**src/rtl/vga_sync_decoder.sv**
```systemverilog
// Recovers column/row position and frame timing from active-region sync inputs,
// measures the frame geometry and reports lock once two consecutive frames agree.
module vga_sync_decoder #(
    parameter int COUNT_WIDTH = 10
) (
    input  logic                   i_Clk,
    input  logic                   i_Rst_L,
    input  logic                   i_HSync,
    input  logic                   i_VSync,
    output logic                   o_HSync,
    output logic                   o_VSync,
    output logic [COUNT_WIDTH-1:0] o_Col_Count,
    output logic [COUNT_WIDTH-1:0] o_Row_Count,
    output logic                   o_Frame_Start,
    output logic                   o_Locked,
    output logic [COUNT_WIDTH-1:0] o_Total_Cols,
    output logic [COUNT_WIDTH-1:0] o_Active_Cols,
    output logic [COUNT_WIDTH-1:0] o_Total_Rows,
    output logic [COUNT_WIDTH-1:0] o_Active_Rows,
    output logic [1:0]             o_State
);

    localparam logic [COUNT_WIDTH-1:0] CNT_MAX = '1;

    typedef enum logic [1:0] {
        SEARCH  = 2'd0,
        MEASURE = 2'd1,
        LOCKED  = 2'd2
    } state_t;

    state_t state, state_next;

    logic                   h_prev, v_prev;
    logic                   h_edge, v_edge;
    logic [COUNT_WIDTH-1:0] line_cnt, act_cnt;
    logic [COUNT_WIDTH-1:0] ref_len, ref_act;
    logic                   have_ref, line_mismatch;
    logic [COUNT_WIDTH-1:0] rows_cnt, act_rows;
    logic                   timeout, line_differs, mismatch_eff;
    logic [COUNT_WIDTH-1:0] cap_cols, cap_act_cols;
    logic                   cap_valid, cap_equal;
    logic                   prev_valid, prev_valid_next, capture;

    function automatic logic [COUNT_WIDTH-1:0] sat_inc(input logic [COUNT_WIDTH-1:0] v);
        return (v == CNT_MAX) ? v : v + COUNT_WIDTH'(1);
    endfunction

    assign h_edge  = i_HSync & ~h_prev;
    assign v_edge  = i_VSync & ~v_prev;
    assign timeout = (line_cnt == CNT_MAX);

    // The line closing at a V edge still belongs to the frame being captured.
    assign line_differs = (line_cnt != ref_len) || (act_cnt != ref_act);
    assign mismatch_eff = line_mismatch | (have_ref & h_edge & line_differs);

    assign cap_cols     = have_ref ? ref_len : '0;
    assign cap_act_cols = have_ref ? ref_act : '0;
    assign cap_valid    = (cap_cols != '0) && (cap_act_cols != '0) && (rows_cnt != '0) &&
                          (act_rows != '0) && !mismatch_eff;
    // The measurement outputs always hold the previous capture.
    assign cap_equal    = (cap_cols == o_Total_Cols) && (cap_act_cols == o_Active_Cols) &&
                          (rows_cnt == o_Total_Rows) && (act_rows == o_Active_Rows);

    assign o_State = state;

    always_ff @(posedge i_Clk or negedge i_Rst_L) begin
        if (!i_Rst_L) begin
            h_prev        <= 1'b1;
            v_prev        <= 1'b1;
            o_HSync       <= 1'b0;
            o_VSync       <= 1'b0;
            o_Col_Count   <= '0;
            o_Row_Count   <= '0;
            o_Frame_Start <= 1'b0;
            line_cnt      <= '0;
            act_cnt       <= '0;
            ref_len       <= '0;
            ref_act       <= '0;
            have_ref      <= 1'b0;
            line_mismatch <= 1'b0;
            rows_cnt      <= '0;
            act_rows      <= '0;
        end else begin
            h_prev        <= i_HSync;
            v_prev        <= i_VSync;
            o_HSync       <= i_HSync;
            o_VSync       <= i_VSync;
            o_Col_Count   <= h_edge ? '0 : sat_inc(o_Col_Count);
            o_Frame_Start <= v_edge;
            if (v_edge) begin
                o_Row_Count <= '0;
            end else if (h_edge) begin
                o_Row_Count <= sat_inc(o_Row_Count);
            end

            if (h_edge) begin
                line_cnt <= COUNT_WIDTH'(1);
                act_cnt  <= COUNT_WIDTH'(1);
            end else begin
                line_cnt <= sat_inc(line_cnt);
                if (i_HSync) begin
                    act_cnt <= sat_inc(act_cnt);
                end
            end

            // Frame counters restart at every V edge, counting the coincident H edge.
            if (v_edge) begin
                rows_cnt      <= {{(COUNT_WIDTH-1){1'b0}}, h_edge};
                act_rows      <= {{(COUNT_WIDTH-1){1'b0}}, h_edge};
                have_ref      <= 1'b0;
                line_mismatch <= 1'b0;
            end else if (h_edge) begin
                rows_cnt <= sat_inc(rows_cnt);
                if (i_VSync) begin
                    act_rows <= sat_inc(act_rows);
                end
                if (!have_ref) begin
                    ref_len  <= line_cnt;
                    ref_act  <= act_cnt;
                    have_ref <= 1'b1;
                end else if (line_differs) begin
                    line_mismatch <= 1'b1;
                end
            end
        end
    end

    always_comb begin
        state_next      = state;
        prev_valid_next = prev_valid;
        capture         = 1'b0;
        case (state)
            SEARCH: begin
                if (v_edge) state_next = MEASURE;
            end
            MEASURE: begin
                if (v_edge) begin
                    capture = 1'b1;
                    if (cap_valid && prev_valid && cap_equal) begin
                        state_next = LOCKED;
                    end else begin
                        prev_valid_next = cap_valid;
                    end
                end
            end
            LOCKED: begin
                if (v_edge) begin
                    capture = 1'b1;
                    if (!(cap_valid && cap_equal)) begin
                        state_next      = MEASURE;
                        prev_valid_next = 1'b0;
                    end
                end
            end
            default: state_next = SEARCH;
        endcase
        // A stalled line overrides everything, including a simultaneous V edge.
        if (timeout) begin
            state_next      = SEARCH;
            prev_valid_next = 1'b0;
            capture         = 1'b0;
        end
    end

    always_ff @(posedge i_Clk or negedge i_Rst_L) begin
        if (!i_Rst_L) begin
            state         <= SEARCH;
            prev_valid    <= 1'b0;
            o_Locked      <= 1'b0;
            o_Total_Cols  <= '0;
            o_Active_Cols <= '0;
            o_Total_Rows  <= '0;
            o_Active_Rows <= '0;
        end else begin
            state      <= state_next;
            prev_valid <= prev_valid_next;
            o_Locked   <= (state_next == LOCKED);
            if (capture) begin
                o_Total_Cols  <= cap_cols;
                o_Active_Cols <= cap_act_cols;
                o_Total_Rows  <= rows_cnt;
                o_Active_Rows <= act_rows;
            end
        end
    end

endmodule

```
**config.mk**
```make
export PLATFORM = sky130hd
export DESIGN_NAME = vga_sync_decoder
export DESIGN_NICKNAME = d
export VERILOG_FILES = /design/src/rtl/vga_sync_decoder.sv
export SDC_FILE = /design/constraint.sdc
export NUM_CORES = 1
export LEC_CHECK = 0
export ABC_CLOCK_PERIOD_IN_PS = 5400
export BUFFER_PORTS_ARGS = -buffer_cell sky130_fd_sc_hd__buf_2
export CELL_PAD_IN_SITES_DETAIL_PLACEMENT = 1
export CELL_PAD_IN_SITES_GLOBAL_PLACEMENT = 2
export CORE_ASPECT_RATIO = 0.7
export CORE_MARGIN = 2
export CORE_UTILIZATION = 41
export DETAILED_ROUTE_END_ITERATION = 12
export MAX_ROUTING_LAYER = met4
export PLACE_DENSITY_LB_ADDON = 0.1
export SYNTH_ARGS = -nofsm -noshare
export SYNTH_HDL_FRONTEND = slang
export SYNTH_SLANG_ARGS = --single-unit
```
**constraint.sdc**
```tcl
create_clock -name i_Clk -period 5.4 [get_ports i_Clk]
set_clock_uncertainty 0.2 [all_clocks]
set_input_delay 0.27 -clock i_Clk [delete_from_list [all_inputs] [get_ports i_Clk]]
set_output_delay 0.27 -clock i_Clk [all_outputs]
set_load 0.005 [all_outputs]
```
**Word-level counts from Yosys, hierarchy flattened**

Index checks and enable logic that the tools add are counted.

- Bits in registers: 131
- Input bits: 4
- Output and inout port bits: 66
- Word-level logic and storage cells: 134

- Add/subtract/negate cells: 6
- Equal/unequal tests: 25
- Muxes and demuxes: 41
- Bitwise operators: 9
- Reduce and logical (&&, ||, !) cells: 31

Operators with widths:

| operator | number |
|---|---|
| $mux W10 | 19 |
| $add A10 B1 Y10 const B | 6 |
| $eq A10 B10 Y1 const B | 6 |
| $eq A10 B10 Y1 | 4 |
| $reduce_bool A10 Y1 | 4 |
| $ne A10 B10 Y1 | 2 |
| $mux W1 | 14 |
| $mux W2 | 6 |
| $ne A2 B2 Y1 const B | 6 |
| $ne A3 B3 Y1 const B | 4 |
| $logic_and A1 B1 Y1 | 10 |
| $reduce_bool A2 Y1 | 5 |
| $reduce_and A3 Y1 | 3 |
| $pmux W2 S3 | 1 |
| $reduce_and A2 Y1 | 3 |
| $reduce_and A5 Y1 | 1 |
| $and A1 B1 Y1 | 4 |
| $eq A2 B2 Y1 const B | 2 |
| $not A1 Y1 | 4 |
| $reduce_bool A3 Y1 | 1 |
| $eq A2 B1 Y1 const B | 1 |
| $logic_not A2 Y1 | 1 |
| $pmux W1 S2 | 1 |
| $reduce_or A2 Y1 | 1 |
| other kinds (3) | 3 |

**Depth between registers and ports, before layout**

- Depth in word-level cells: 14
- Mapped depth: 9
- Depth with buffers taken out: 9

**Worst setup path after synthesis**

OpenSTA, ideal clock, no wires.

- Path kind: reg2reg
- Start point: reg ref_len[5]
- End point: reg o_Locked
- Setup time: 0.065 ns
- Arrival: 2.459 ns
- Required time: 5.135 ns
- Slack: 2.677 ns
- Stages on the path, launching flop included: 9
- Buffers on the path: 0
- Clock period less this slack: 2.723 ns
- Cell sequence: dfrtp_1 > nor2b_1 > a2111o_1 > or4_1 > or4_4 > nor4_4 > a31oi_1 > o22ai_1 > o211a_1

- Word-level cells in the longest chain between the ends: 13
- Elaborated cells on any way between the ends: 25
- Those cells by class: eq/ne: 3; mux: 7; bitwise: 2; reduce/logical: 13

RTL lines:

| what | RTL line | source |
|---|---|---|
| from (decl) | 36 | `logic [COUNT_WIDTH-1:0] ref_len, ref_act;` |
| from (signal assigned) | 118 | `ref_len <= line_cnt;` |
| $ne A10 B10 Y1 or $mux W10 (tied branches) | 53, 56 |  |
| $logic_or A1 B1 Y1 or $reduce_bool A10 Y1 (tied branches) | 53, 58 |  |
| $and A1 B1 Y1 or $logic_and A1 B1 Y1 (tied branches) | 54, 58 |  |
| $or A1 B1 Y1 or $logic_and A1 B1 Y1 (tied branches) | 54, 58 |  |
| $logic_not A1 Y1 or $logic_and A1 B1 Y1 (tied branches) | 59, 58 |  |
| $logic_and A1 B1 Y1 | 59 | `(act_rows != '0) && !mismatch_eff;` |
| $logic_and A1 B1 Y1 (2 in a row) | 139 | `if (cap_valid && prev_valid && cap_equal) begin` |
| $mux W2 | 139 |  |
| $mux W2 | 137 | `if (v_edge) begin` |
| $pmux W2 S3 * | 132 | `case (state)` |
| $mux W2 * | 158 | `if (timeout) begin` |
| $eq A2 B2 Y1 * | 177 | `o_Locked <= (state_next == LOCKED);` |
| to (signal assigned) | 177 |  |
| to (decl) | 15 | `output logic o_Locked,` |

Every way passes the cells marked *; elsewhere a longest branch is shown, timed or not.
A chain may end at the register's enable or synchronous reset.

**Worst setup path after layout**

- Start point: reg line_cnt[3]
- End point: reg o_Total_Rows[1]

- Word-level cells in the longest chain between the ends: 2

RTL lines:

| what | RTL line | source |
|---|---|---|
| from (decl) | 35 | `logic [COUNT_WIDTH-1:0] line_cnt, act_cnt;` |
| from (signal assigned) | 100 | `line_cnt <= sat_inc(line_cnt);` |
| $eq A10 B10 Y1 | 50 | `assign timeout = (line_cnt == CNT_MAX);` |
| $mux W1 | 158 |  |
| to (signal assigned) | 181 | `o_Total_Rows <= rows_cnt;` |
| to (decl) | 18 | `output logic [COUNT_WIDTH-1:0] o_Total_Rows,` |

Every way passes these cells.

==> key figures <==
Floorplanning
  • Die W: roughly 160 um
  • Die H: approximately 110 um
  • Top-Level Pins: 70
  • Initial Util: between 40 and 50%
  • Std cell rows: 39
  • Die area: about 17000 sq um
  • Area of the core: between 15000 and 20000 sq um

Power
  • Peak supply drop: approximately 0.00021 V
  • P per Cell Area: slightly above 400 nW/um^2
  • Leakage power: approximately 3.7 nW

Clocking
  • Max clock buf depth: 2
  • CTS buffer count: 17
  • CTS tree: yes
  • Clock Tree Root: clkbuf_16
  • CTS sink count: around 130
  • Clk_lat worst skew: between 400 and 500 ps
  • Clock-pin slew on the worst setup and hold paths: ~60 ps
  • Postcts setup bufs: 0
  • H-tree levels: 4

Worst setup path
  • Worst r2r path cells: 8
  • Critical path class: reg -> reg
  • Critical Path Source Type: register
  • WP data required: about 5500 ps
  • Critical Path AT: approximately 3300 ps
  • Crit. End Element: register
  • CP Max Fanout: 47

Timing
  • Fin. max-slew vios: 0
  • Slew HR: ~29%
  • Worst Tran Pin Value: about 1100 ps
  • RSZ-0062 raised after global routing: no
  • Hold Fails Final Rpt: 0
  • Worst hold margin: around 300 ps
  • Highest clock rate: between 300 and 400 MHz
  • Minimum clock period: approximately 3300 ps
  • Setup TNS: 0 ps
  • Setup violators final: 0
  • Period utilization: between 60% and 70%

Layout
  • Non-filler cells in the finished layout: 984
  • FILL cells: between 1.5k and 2k
  • Layout cells sized above 1: between 10% and 20%
  • Post-route cell area: between 7000 and 8000 sq um
  • Commonest cells after routing, fill and taps aside: 129 x dfrtp_1, 79 x nand2_1, 68 x buf_2
  • N_diodes: 0
  • Footprint of the multi-input gates: between 3000 and 4000 sq um
  • Most common cell after layout, fill and taps aside: dfrtp_1
  • FF+latch area: 3280 sq um
  • Net count, final: between 700 and 800
  • P&R area growth vs syn: 17.5%

Global route
  • Total GRT Usage: between 20% and 30%
  • Number of global-route vias before repair: 5583
  • Antenna violations before repair: 0
  • Met1 global-route usage: between 30 and 40%
  • GRT met3 Usage: 3.44%
  • First-pass GRT wire length: 30800 um
  • Total grt overflow: 0
  • Largest net degree at the start of global routing: 92
  • Grt peak-use layer: met2
  • Met2 Usage GRT: between 30% and 40%

Drt
  • Vias/cell: between 5 and 6
  • DR DRC count: 0
  • Post-DR wirelength/cell: approximately 19 um
  • Initial DRT Pass Iterations: 4
  • Detail Route Antenna Nets: 0
  • First DRT Iteration DRCs: around 220
  • Final WL: 18500 um
  • Total number of vias: around 5.3k

Synthesis
  • Async SR Flop Fraction: 100%
  • Synth Register Bits: around 130
  • Area contributors post-synth: dfrtp_1 48%, xnor2_1 6.6%, nand2_1 4.4%
  • Ys Warns: 0
  • Mean Syn Cell Area: between 9 and 10 sq um
  • Sequential share of the synthesized area: around half
  • EDFF count, synth: 0
  • Cell Area, Synth: 6720 sq um
  • Mapped Cells: 680
  • Post-synthesis cell type count: 58
  • Yosys top cell area share: between 40% and 50%
  • Top_reg_cell synth: dfrtp_1
  • Syn Nets: between 600 and 700
  • Cell taking the most area after synthesis: dfrtp_1

Outcome
  • Status: finished, final reports clean

Min path
  • HP Class: in -> async

Placed design
  • Placed cell areas: approximately 7300 sq um
  • DP Cell Count: 949
  • DPL Wire Length: 12800 um
  • Buffers on Ports: between 60 and 70
  • GP Congestion: roughly 0.86

Run
  • Max cap viols: 0
## flip-flops by register name (all words and copies together), names as in the netlist, 2 cells and up
signal         flops
ref_act           10
o_Total_Cols      10
o_Active_Cols     10
o_State            2
o_Active_Rows     10
o_Total_Rows      10
line_cnt          10
act_cnt           10
o_Col_Count       10
ref_len           10
o_Row_Count       10
act_rows          10
rows_cnt          10
## layout make-up
class                   count  area share, %
clock inverters             8          0.919
multi-input cells         501           41.1
flip-flops and latches    131           41.5
well taps                 225           3.57
clock buffers              24           6.61
inverters                  16          0.761
repair buffers             79           5.50
## metal layers
metal  wire length [um]  vias up
met4                165        0
li1                   -     2494
met3                677       15
met1               9140     2667
met5                  0        -
met2               8550       93
## cells in the mapped netlist (4+ instances only)
cell type and n:
a21oi_1 20, a22oi_1 4, a31oi_1 4, and2_1 4, and3_1 13, clkbuf_1 28, dfrtp_1 129, ha_1 12
inv_1 15, mux2_1 11, mux2_2 22, nand2_1 79, nand3_1 26, nand4_1 16, nor2_1 63, nor2b_1 5
nor3_1 10, nor4_1 7, nor4bb_1 5, o21a_1 4, o21ai_0 40, o21ai_1 17, o22ai_1 5, or3_1 11
xnor2_1 51, xor2_1 29
## worst paths after layout
kind | from | to | slack, ps
min | i_Rst_L | o_Col_Count[7]$_DFFE_PN0P_ | 300
max | line_cnt[3]$_DFFE_PN0P_ | o_Total_Rows[1]$_DFFE_PN0P_ | 2150
max in group asynchronous | i_Rst_L | o_Total_Cols[5]$_DFFE_PN0P_ | 3570
max reg2reg | line_cnt[3]$_DFFE_PN0P_ | o_Total_Rows[1]$_DFFE_PN0P_ | 2150
min reg2reg | o_Active_Rows[0]$_DFFE_PN0P_ | o_Active_Rows[0]$_DFFE_PN0P_ | 340
min in group i_Clk | o_Active_Rows[0]$_DFFE_PN0P_ | o_Active_Rows[0]$_DFFE_PN0P_ | 340
## per-stage QoR
| step | setup slack (ps) | power (mW) | util, % |
|---|---|---|---|
| 4_1_cts | 2160 | 3.31 | 48.9 |
| 6_report | 2150 | 3.28 | 48.9 |
| 3_3_place_gp | 2320 | 2.10 | 45.0 |
| 2_1_floorplan | 2680 | 1.82 | - |
| 3_5_place_dp | 2170 | 2.14 | 45.0 |
| 5_1_grt | 1890 | 3.47 | 48.9 |
## cell families (layout without fill, tap and decap cells)
group | after synthesis | count (layout) | synth area share, %
mux | 36 | 36 | 5.98
compound gates | 116 | 116 | 10.6
simple gates | 257 | 257 | 18.9
fa+ha+maj | 12 | 12 | 2.23
xor+xnor | 80 | 80 | 10.4
flops | 131 | 131 | 48.8
buf+inv | 48 | 127 | 3.04
## worst max-delay path: stages (launching register included)
cell and delay (ps):
dfrtp_1 440, and3_1 240, and3_1 200, and3_1 220, nand3_1 260, nand3_2 860, buf_4 510, nand2_1 70
o21ai_0 70
## timing repair
item | in CTS | in global routing
resized for setup | 0 | 0
endpoints found under the hold margin | 92 | 0
hold buffers | 3 | 0
## power by group
part	total (mW)	switching, mW	internal (mW)
Sequential	1.34	0.223	1.12
Combinational	0.791	0.437	0.353
Clock	1.15	0.430	0.716
Total	3.28	1.09	2.19
Power figures use the tool's default switching activity.
